==> src/rtl/if_fetch_queue_pkg.sv <==
// Shared fetch-pipeline constants for the instruction fetch queue.
package if_fetch_queue_pkg;

    localparam int unsigned WORD_WIDTH    = 32;
    localparam logic [31:0] NOP_INSTR     = 32'h0000_0000;
    localparam int unsigned FETCH_Q_DEPTH = 4;

endpackage : if_fetch_queue_pkg

==> src/rtl/if_fetch_queue_if.sv <==
// Fetch/decode handshake bundle for the instruction fetch queue.
// master = fetch/decode side driving the queue, slave = the queue itself.
interface if_fetch_queue_if #(
    parameter int unsigned DEPTH = if_fetch_queue_pkg::FETCH_Q_DEPTH,
    parameter int unsigned WIDTH = if_fetch_queue_pkg::WORD_WIDTH
);

    logic [WIDTH-1:0]        PC_In;
    logic [WIDTH-1:0]        Instr_In;
    logic                    Valid_In;
    logic                    Flush;
    logic                    Deq;
    logic                    Stall_Out;
    logic                    Valid_Out;
    logic [WIDTH-1:0]        PC_Out;
    logic [WIDTH-1:0]        Instr_Out;
    logic [$clog2(DEPTH):0]  Count;

    modport master (
        output PC_In, Instr_In, Valid_In, Flush, Deq,
        input  Stall_Out, Valid_Out, PC_Out, Instr_Out, Count
    );

    modport slave (
        input  PC_In, Instr_In, Valid_In, Flush, Deq,
        output Stall_Out, Valid_Out, PC_Out, Instr_Out, Count
    );

endinterface : if_fetch_queue_if

==> src/rtl/fetch_queue_mem.sv <==
// Register-array storage for the fetch queue: one write port, one async read port.
module fetch_queue_mem #(
    parameter int unsigned DEPTH = 4,
    parameter int unsigned DW    = 64,
    localparam int unsigned AW   = $clog2(DEPTH)
) (
    input  logic          Clk,
    input  logic          Rst,
    input  logic          we,
    input  logic [AW-1:0] waddr,
    input  logic [DW-1:0] wdata,
    input  logic [AW-1:0] raddr,
    output logic [DW-1:0] rdata
);

    logic [DW-1:0] mem_q [DEPTH];

    // Clear all entries on reset, otherwise write one entry when enabled.
    always_ff @(posedge Clk) begin
        if (!Rst) begin
            for (int i = 0; i < DEPTH; i++) begin
                mem_q[i] <= '0;
            end
        end else if (we) begin
            mem_q[waddr] <= wdata;
        end
    end

    assign rdata = mem_q[raddr];

endmodule : fetch_queue_mem

==> src/rtl/if_fetch_queue.sv <==
// Instruction fetch queue: buffers {PC, instr} pairs in FIFO order between
// the PC register and decode, stalls the PC when full, empties on Flush.
module if_fetch_queue
    import if_fetch_queue_pkg::*;
#(
    parameter int unsigned DEPTH = FETCH_Q_DEPTH,
    parameter int unsigned WIDTH = WORD_WIDTH
) (
    input  logic             Clk,
    input  logic             Rst,
    if_fetch_queue_if.slave  q
);

    localparam int unsigned PTR_W = $clog2(DEPTH);
    localparam int unsigned CNT_W = PTR_W + 1;

    logic [PTR_W-1:0]   rd_ptr_q, rd_ptr_d;
    logic [PTR_W-1:0]   wr_ptr_q, wr_ptr_d;
    logic [CNT_W-1:0]   count_q, count_d;
    logic               full, empty, push, pop;
    logic [2*WIDTH-1:0] rdata;

    assign full  = (count_q == CNT_W'(DEPTH));
    assign empty = (count_q == '0);
    // Flush wins over both ends; a full queue drops the incoming word (PC is held).
    assign push  = q.Valid_In & ~full & ~q.Flush;
    assign pop   = q.Deq & ~empty & ~q.Flush;

    // Next-state for pointers and occupancy; pointers wrap naturally (DEPTH is 2^n).
    always_comb begin
        rd_ptr_d = rd_ptr_q;
        wr_ptr_d = wr_ptr_q;
        count_d  = count_q;
        if (q.Flush) begin
            rd_ptr_d = '0;
            wr_ptr_d = '0;
            count_d  = '0;
        end else begin
            if (push) wr_ptr_d = wr_ptr_q + PTR_W'(1);
            if (pop)  rd_ptr_d = rd_ptr_q + PTR_W'(1);
            if (push && !pop) begin
                count_d = count_q + CNT_W'(1);
            end else if (pop && !push) begin
                count_d = count_q - CNT_W'(1);
            end
        end
    end

    // Pointer/count registers with synchronous active-low reset.
    always_ff @(posedge Clk) begin
        if (!Rst) begin
            rd_ptr_q <= '0;
            wr_ptr_q <= '0;
            count_q  <= '0;
        end else begin
            rd_ptr_q <= rd_ptr_d;
            wr_ptr_q <= wr_ptr_d;
            count_q  <= count_d;
        end
    end

    fetch_queue_mem #(
        .DEPTH (DEPTH),
        .DW    (2 * WIDTH)
    ) u_mem (
        .Clk   (Clk),
        .Rst   (Rst),
        .we    (push),
        .waddr (wr_ptr_q),
        .wdata ({q.PC_In, q.Instr_In}),
        .raddr (rd_ptr_q),
        .rdata (rdata)
    );

    // Head presentation; stale storage is masked to zero/NOP while empty.
    always_comb begin
        q.Valid_Out = ~empty;
        q.Stall_Out = full;
        q.Count     = count_q;
        q.PC_Out    = '0;
        q.Instr_Out = WIDTH'(NOP_INSTR);
        if (!empty) begin
            q.PC_Out    = rdata[2*WIDTH-1:WIDTH];
            q.Instr_Out = rdata[WIDTH-1:0];
        end
    end

endmodule : if_fetch_queue

==> src/flat_wrapper.sv <==
// flat-port wrapper written by rule: the top's interface ports become plain ports
module if_fetch_queue_flat import if_fetch_queue_pkg::*;
#(
    parameter int unsigned DEPTH = FETCH_Q_DEPTH,
    parameter int unsigned WIDTH = WORD_WIDTH
)
  (Clk, Rst, q_PC_In, q_Instr_In, q_Valid_In, q_Flush, q_Deq, q_Stall_Out, q_Valid_Out, q_PC_Out, q_Instr_Out, q_Count);
  if_fetch_queue_if #(.DEPTH(DEPTH), .WIDTH(WIDTH)) q_i ();
  input  logic Clk;
  input  logic Rst;
  input wire logic [$bits(q_i.PC_In)-1:0] q_PC_In;
  input wire logic [$bits(q_i.Instr_In)-1:0] q_Instr_In;
  input wire logic [$bits(q_i.Valid_In)-1:0] q_Valid_In;
  input wire logic [$bits(q_i.Flush)-1:0] q_Flush;
  input wire logic [$bits(q_i.Deq)-1:0] q_Deq;
  output wire logic [$bits(q_i.Stall_Out)-1:0] q_Stall_Out;
  output wire logic [$bits(q_i.Valid_Out)-1:0] q_Valid_Out;
  output wire logic [$bits(q_i.PC_Out)-1:0] q_PC_Out;
  output wire logic [$bits(q_i.Instr_Out)-1:0] q_Instr_Out;
  output wire logic [$bits(q_i.Count)-1:0] q_Count;
  assign q_i.PC_In = q_PC_In;
  assign q_i.Instr_In = q_Instr_In;
  assign q_i.Valid_In = q_Valid_In;
  assign q_i.Flush = q_Flush;
  assign q_i.Deq = q_Deq;
  assign q_Stall_Out = q_i.Stall_Out;
  assign q_Valid_Out = q_i.Valid_Out;
  assign q_PC_Out = q_i.PC_Out;
  assign q_Instr_Out = q_i.Instr_Out;
  assign q_Count = q_i.Count;
  if_fetch_queue #(.DEPTH(DEPTH), .WIDTH(WIDTH)) u_core (.Clk(Clk), .Rst(Rst), .q(q_i));
endmodule
==> config.mk <==
export PLATFORM = sky130hd
export DESIGN_NAME = if_fetch_queue_flat
export DESIGN_NICKNAME = d
export VERILOG_FILES = /design/src/rtl/if_fetch_queue_pkg.sv /design/src/rtl/if_fetch_queue_if.sv /design/src/rtl/fetch_queue_mem.sv /design/src/rtl/if_fetch_queue.sv /design/src/flat_wrapper.sv
export SDC_FILE = /design/constraint.sdc
export NUM_CORES = 1
export LEC_CHECK = 0
export CAP_MARGIN = 30
export CORE_AREA = 4 4 205 207
export DETAILED_ROUTE_END_ITERATION = 7
export DIE_AREA = 0 0 209 211
export MAX_ROUTING_LAYER = met4
export SYNTH_ARGS = -nofsm -noshare
export SYNTH_HDL_FRONTEND = slang
export SYNTH_SLANG_ARGS = --single-unit
==> constraint.sdc <==
create_clock -name Clk -period 16.4 [get_ports Clk]
set_input_delay 2.46 -clock Clk [delete_from_list [all_inputs] [get_ports Clk]]
set_output_delay 2.46 -clock Clk [all_outputs]
set_load 0.02 [all_outputs]
==> results of run 1 <==
[area by class of cell]
type,instances,share of cell area
antenna,2,0.0003362
clock buffer,35,0.05312
clock inverter,19,0.01252
inverter,4,0.001009
multi-input combinational,421,0.2554
sequential,265,0.5290
tap,532,0.04472
timing repair buffer,155,0.1039
[power by group]
part | switching [W] | total [W] | internal (W)
registers | 0.00000962 | 0.000784 | 0.000774
clock network | 0.000265 | 0.000669 | 0.000404
logic | 0.0000739 | 0.000136 | 0.0000616
[cell usage after synthesis]
library cell	number
buf_2	32
fa_1	1
dfxtp_1	9
clkbuf_2	1
o31ai_1	5
and3_1	192
nor2_1	8
buf_1	4
a21oi_1	1
xor2_1	4
nor3b_4	2
clkbuf_1	28
a21o_1	1
o311a_1	1
mux4_2	64
ha_1	1
or4_1	1
o311ai_0	1
o21ai_0	2
and2_1	128
inv_2	1
buf_4	3
or2_2	1
or3_1	2
edfxtp_1	256
inv_1	3
mux2i_1	1
nand2_1	1
nand2b_1	2
nor2b_1	1
or2_0	1
[kinds of logic after synthesis]
| kind of cell | synth area share |
|---|---|
| AND/OR/NAND/NOR | 0.1783 |
| flip-flops | 0.6604 |
| buffers and inverters | 0.02710 |
| multiplexers | 0.1218 |
| AO/OA/AOI/OAI | 0.006617 |
| XOR/XNOR | 0.002941 |
| adder cells (fa/ha/maj) | 0.002731 |
[through the flow]
step	power, W	utilization	setup slack [ns]
after floorplan	0.0008711	-	8.125
after global placement	0.0009352	0.3430	10.94
after detailed placement	0.0009385	0.3444	11.13
after CTS	0.001610	0.3686	10.52
after global routing	0.001646	0.3687	10.44
final	0.001589	0.3687	10.68
[critical path, stage by stage, from the launching register on]
cell	delay, ns
dfxtp_4	0.65
buf_4	0.46
buf_16	0.31
mux4_2	0.53
and2_1	0.20
clkdlybuf4s50_1	0.55
[routing by layer]
layer | vias to the layer above | wire [um] | share of wire
met5 | - | 0 | 0
met4 | 0 | 481 | 0.017
met3 | 34 | 1226 | 0.042
met2 | 135 | 14890 | 0.51
met1 | 3448 | 12440 | 0.43
li1 | 3152 | - | -
[how the worst max path moves through the flow]
stage	startpoint	endpoint	slack, ns	cells past startpoint
2_1_floorplan	q_Flush	u_core.u_mem.mem_q[0][0]	8.12	3
3_3_place_gp	flip-flop	q_PC_Out[1]	10.94	4
3_5_place_dp	flip-flop	q_Instr_Out[30]	11.13	5
4_1_cts	flip-flop	q_Instr_Out[30]	10.52	5
5_1_grt	flip-flop	q_Instr_Out[12]	10.44	5
6_report	flip-flop	q_Instr_Out[30]	10.68	5
[flip-flops by register name (all words and copies together) (netlist names), named ones only]
signal              count
u_core.u_mem.mem_q    256
u_core.q.Count          3
u_core.rd_ptr_q         2
u_core.wr_ptr_q         2
==> summary.md, run 1 <==
| Metric | Value |
|---|---|
| Clock-pin slew on the worst setup and hold paths | 0.06 ns |
| CTS-repair resized insts | 0 |
| Hold Fails Final Rpt | 0 |
| Dominant cell type by area after synthesis | edfxtp_1 |
| Critical Path End Type | output port |
| Worst Tran Pin Value | 0.9973 ns |
| # rows | 74 |
| Mapped Avg Cell Area | 15.72 um2 |
| Routed WL | 29.03 mm |
| GR peak layer | met2 |
| Placed Area | 13900 um2 |
| Synth area leaders | edfxtp_1 (65%), mux4_2 (12%), and3_1 (10%), and2_1 (6.7%), dfxtp_1 (1.5%) |
| Per-cell routed wire length | 20.26 um |
| Hold_buf cts | 0 |
| Die H | 211 um |
| R2r setup slk | 13.83 ns |
| Hold_ws | 0.5197 ns |
| CTS sink cnt | 265 |
| GR Util met3 | 0.02139 |
| Reg area | 7875 um2 |
| Peak supply drop | 0.07775 mV |
| Fin nets | 948 |
| Clock buffer count from CTS | 30 |
| Final non-filler cell total | 1433 |
| Final period util | 0.3491 |
| Skew final | 0.008366 ns |
| Sequential share of the synthesized area | 0.6604 |
| Register bit total from synthesis | 265 |
| Maximum clock rate | 174.7 MHz |
| Vias per inst | 4.724 |
| M2 GR Usage | 0.2329 |
| Outcome | finished clean |
| FILL cells | 3869 |
| Synth unique cells | 31 |
| Syn_nets | 829 |
| Vias in the first global route | 7458 |
| IO Pins | 138 |
| Area of the multi-input gates | 3801 um2 |
| DRT iter0 DRCs | 371 |
| R2R depth | 9 |
| Die area | 44100 um2 |
| HPWL after DPL | 16.09 mm |
| IO buf count | 137 |
| R2R Path Start | u_core.q.Count[2] |
| Area Growth Syn to Fin | 24.96% |
| Maxcap violations | 0 |
| R2r endpoint | u_core.q.Count[2] |
| Fin crit period | 5.725 ns |
| Root buffer cell | clkbuf_16 |
| Mapped Cells | 758 |
| WP data arrival | 3.26 ns |
| CTS max path bufs | 3 |
| Post-route antenna net violation count | 0 |
| Die Wd | 209 um |
| Max FO, Critical Path | 30 |
| Design area | 14890 um2 |
| Mapped Area | 11910 um2 |
| Post-CTS Setup Bufs | 0 |
| Largest net degree at the start of global routing | 131 |
| Final Max Slew Viols | 0 |
| Layout cell share with drive strength beyond 1 | 0.1513 |
| Startpoint types | flip-flop |
| Critical path data required time | 13.94 ns |
| Min-Delay Path Class | reg -> reg |
| Area share of the largest cell type after synthesis | 0.6453 |
| Commonest non-fill, non-tap cell in the layout | edfxtp_1 |
| Overflow after GRT | 0 |
| Post-route setup TNS | 0 ns |
| GRT Total Usage | 0.1337 |
| Leak pwr | 5.819 nW |
| Critical path class | reg -> out |
| CORE AREA | 40370 um2 |
| Hold_sp | u_core.rd_ptr_q[1] |
| Slew headroom | 0.3351 |
| Syn. warnings | 0 |
| DRC Markers | 0 |
| Met1 global-route usage | 0.1652 |
| Routed via count | 6769 |
| Dpl cells | 1377 |
| Detailed-router iteration count before antenna repair | 4 |
| Setup violators final | 0 |
| Clk Latency, worst-skew pair | 0.55 ns |
| Hold Path Sink | u_core.rd_ptr_q[1] |
| Most frequent cells in the layout | edfxtp_1 (256), and3_1 (192), clkdlybuf4s50_1 (137), and2_1 (128), mux4_2 (64) |
| Hold depth | 2 |
| PwrDens | 106.7 nW/um2 |
| H-tree Lvls | 1 |
| CTS tree | yes |
| First-pass GRT wire length | 44.79 mm |
| GPL Wtd Cong | 0.7071 |
| Antenna violations before repair | 2 |
| Unrepaired setup endpoints after global routing | no |
| Initial core utilization | 0.2951 |
Power figures use the tool's default switching activity.
==> inputs of run 2 (changes only) <==
- clock period: 16.4 -> 5.55 ns (I/O delays scaled with it)
==> summary.md, run 2 (same netlist as run 1, synthesis figures left out) <==
| Metric | Value |
|---|---|
| Commonest non-fill, non-tap cell in the layout | edfxtp_1 |
| P_sw | 0.001036 W (+200%) |
| Flop pwr share | 0.488 (-0.005) |
| Sw Share | 0.2180 (-0.001566) |
| WP data arrival | 3.07 ns (-0.19 ns) |
| Slew headroom | 0.4104 (+0.07524) |
| PwrDens | 318.7 nW/um2 (+200%) |
| GPL Wtd Cong | 0.6783 (-4.1%) |
| Internal power | 0.003716 W (+200%) |
| First-pass GRT wire length | 43.77 mm (-2.3%) |
| Hold Fails Final Rpt | 0 (unchanged) |
| IO Pins | 138 (unchanged) |
| Fin crit period | 3.900 ns |
| Hold_ws | 0.5377 ns (+0.01804 ns) |
| Leak pwr | 5.832 nW (+0.22%) |
| Root buffer cell | clkbuf_16 |
| Routed via count | 6803 (+0.50%) |
| Layout cell share with drive strength beyond 1 | 0.1557 (+0.004449) |
| Worst Tran Pin Value | 0.8824 ns (-0.1150 ns) |
| Final Max Slew Viols | 0 (unchanged) |
| Critical path data required time | 4.72 ns (-9.22 ns) |
| Worst path cell trace | buf_12 -> mux4_2 -> and2_1 -> clkdlybuf4s50_1 |
| Fin nets | 946 (-0.21%) |
| Overflow after GRT | 0 (unchanged) |
| Post-route antenna net violation count | 0 (unchanged) |
| Maximum clock rate | 256.4 MHz |
| Max reg flops | 256 (unchanged) |
| Post-CTS Setup Bufs | 0 (unchanged) |
| Vias per inst | 4.751 (+0.57%) |
| Skew final | 0.01316 ns (+0.004794 ns) |
| Final period util | 0.7027 |
| Min-Delay Path Class | reg -> reg |
| Pre-CTS setup slack | 2.085 ns (-9.041 ns) |
| Clock buffer count from CTS | 30 (unchanged) |
| Register name with the most flops | u_core.u_mem.mem_q |
| Clk Latency, worst-skew pair | 0.55 ns (about the same) |
| Clock-pin slew on the worst setup and hold paths | 0.06 ns (about the same) |
| Post-route setup TNS | 0 ns (unchanged) |
| # rows | 74 (unchanged) |
| CP max stage delay | 0.83 ns (+0.18 ns) |
| IO buf count | 137 (unchanged) |
| Outcome | finished clean |
| Largest net degree at the start of global routing | 153 (+17%) |
| HPWL after DPL | 15.87 mm (-1.4%) |
| Hold_buf cts | 0 (unchanged) |
| Final worst slack | 1.650 ns (-9.025 ns) |
| Critical Path End Type | output port |
| Initial core utilization | 0.2951 (unchanged) |
| Critical path class | reg -> out |
| GRT Total Usage | 0.1302 (-0.003471) |
| Antenna violations before repair | 1 (-1) |
| DRC Markers | 0 (unchanged) |
| Most frequent cells in the layout | edfxtp_1 (256), and3_1 (192), clkdlybuf4s50_1 (137), and2_1 (128), mux4_2 (64) |
| Setup violators final | 0 (unchanged) |
| Die area | 44100 um2 (unchanged) |
| Detailed-router iteration count before antenna repair | 4 (unchanged) |
| Per-cell routed wire length | 19.74 um (-2.6%) |
| Total power | 0.004752 W (+200%) |
| Maxcap violations | 0 (unchanged) |
| Die H | 211 um (unchanged) |
| FILL cells | 3844 (-0.65%) |
| Unrepaired setup endpoints after global routing | no |
| Die Wd | 209 um (unchanged) |
| Startpoint types | flip-flop |
| Comb power frac | 0.084 (about the same) |
| Critical-path top delay cell | dfxtp_4 |
| Area Growth Syn to Fin | 25.15% |
| Clock share of power | 0.428 (+0.007) |
| Vias in the first global route | 7337 (-1.6%) |
| CTS-repair resized insts | 0 (unchanged) |
| CTS max path bufs | 3 (unchanged) |
| Max FO, Critical Path | 33 (+10%) |
| CTS sink cnt | 265 (unchanged) |
| DRT iter0 DRCs | 340 (-8.4%) |
| Routed WL | 28.26 mm (-2.6%) |
| Peak supply drop | 0.2019 mV (+160%) |
| CORE AREA | 40370 um2 (unchanged) |
| CTS tree | yes |
| H-tree Lvls | 1 (unchanged) |
## run 2: cell types whose count changed in the layout (fill, tap and decap cells not counted), moves of 2 or more
| cell | previous run | this run |
|---|---|---|
| clkinv_2 | 4 | 8 |
| buf_16 | 2 | 0 |
| buf_4 | 16 | 13 |
| clkinv_1 | 10 | 6 |
| clkinv_4 | 0 | 2 |
| buf_12 | 0 | 3 |
## run 2: critical path: cells and delay by family (launching register included)
kind	cells	cell delay (ns)
buffers and inverters	2	0.92
flip-flops	1	0.83
multiplexers	1	0.53
AND/OR/NAND/NOR	1	0.20
## run 2: path summary, 6_finish.rpt
kind	depth (start not counted)	slack, ns	to	from
max	4	1.65	q_PC_Out[1]	flip-flop
min reg2reg	2	0.54	u_core.rd_ptr_q[0]	u_core.rd_ptr_q[0]
min	2	0.54	u_core.rd_ptr_q[0]	u_core.rd_ptr_q[0]
max reg2reg	9	2.99	u_core.q.Count[2]	u_core.q.Count[2]
## run 2: power groups by stage
stage               logic (W)  registers (W)  clock network (W)
finish               0.000399        0.00232            0.00204
global route         0.000432        0.00233            0.00218
CTS                  0.000409        0.00232            0.00208
detailed placement   0.000408        0.00236                  0
global placement     0.000405        0.00236                  0
floorplan            0.000212        0.00236                  0
## run 2: per-stage QoR
stage | area, um2 | cells | utilization
final | 14910 | 1432 | 0.3693
after global routing | 14910 | 1432 | 0.3693
after CTS | 14910 | 1431 | 0.3693
after detailed placement | 13890 | 1375 | 0.3440
after global placement | 13870 | 1374 | 0.3435
after floorplan | 11910 | 758 | -
## run 2: layout make-up
cell class,instances,area (um2),share of cell area
flip-flops and latches,265,7875,0.5282
multi-input cells,421,3801,0.2550
repair buffers,153,1529,0.1026
clock buffers,35,790.8,0.05304
well taps,532,665.6,0.04465
clock inverters,21,230.2,0.01544
inverters,4,15.01,0.001007
diodes,1,2.502,0.0001678
## run 2: layer usage
layer	track usage	vias up	wire length [um]
li1	-	3146	-
met1	0.1639	3486	12120
met2	0.2251	142	14450
met3	0.02287	29	1343
met4	0.02408	0	350
met5	-	-	0
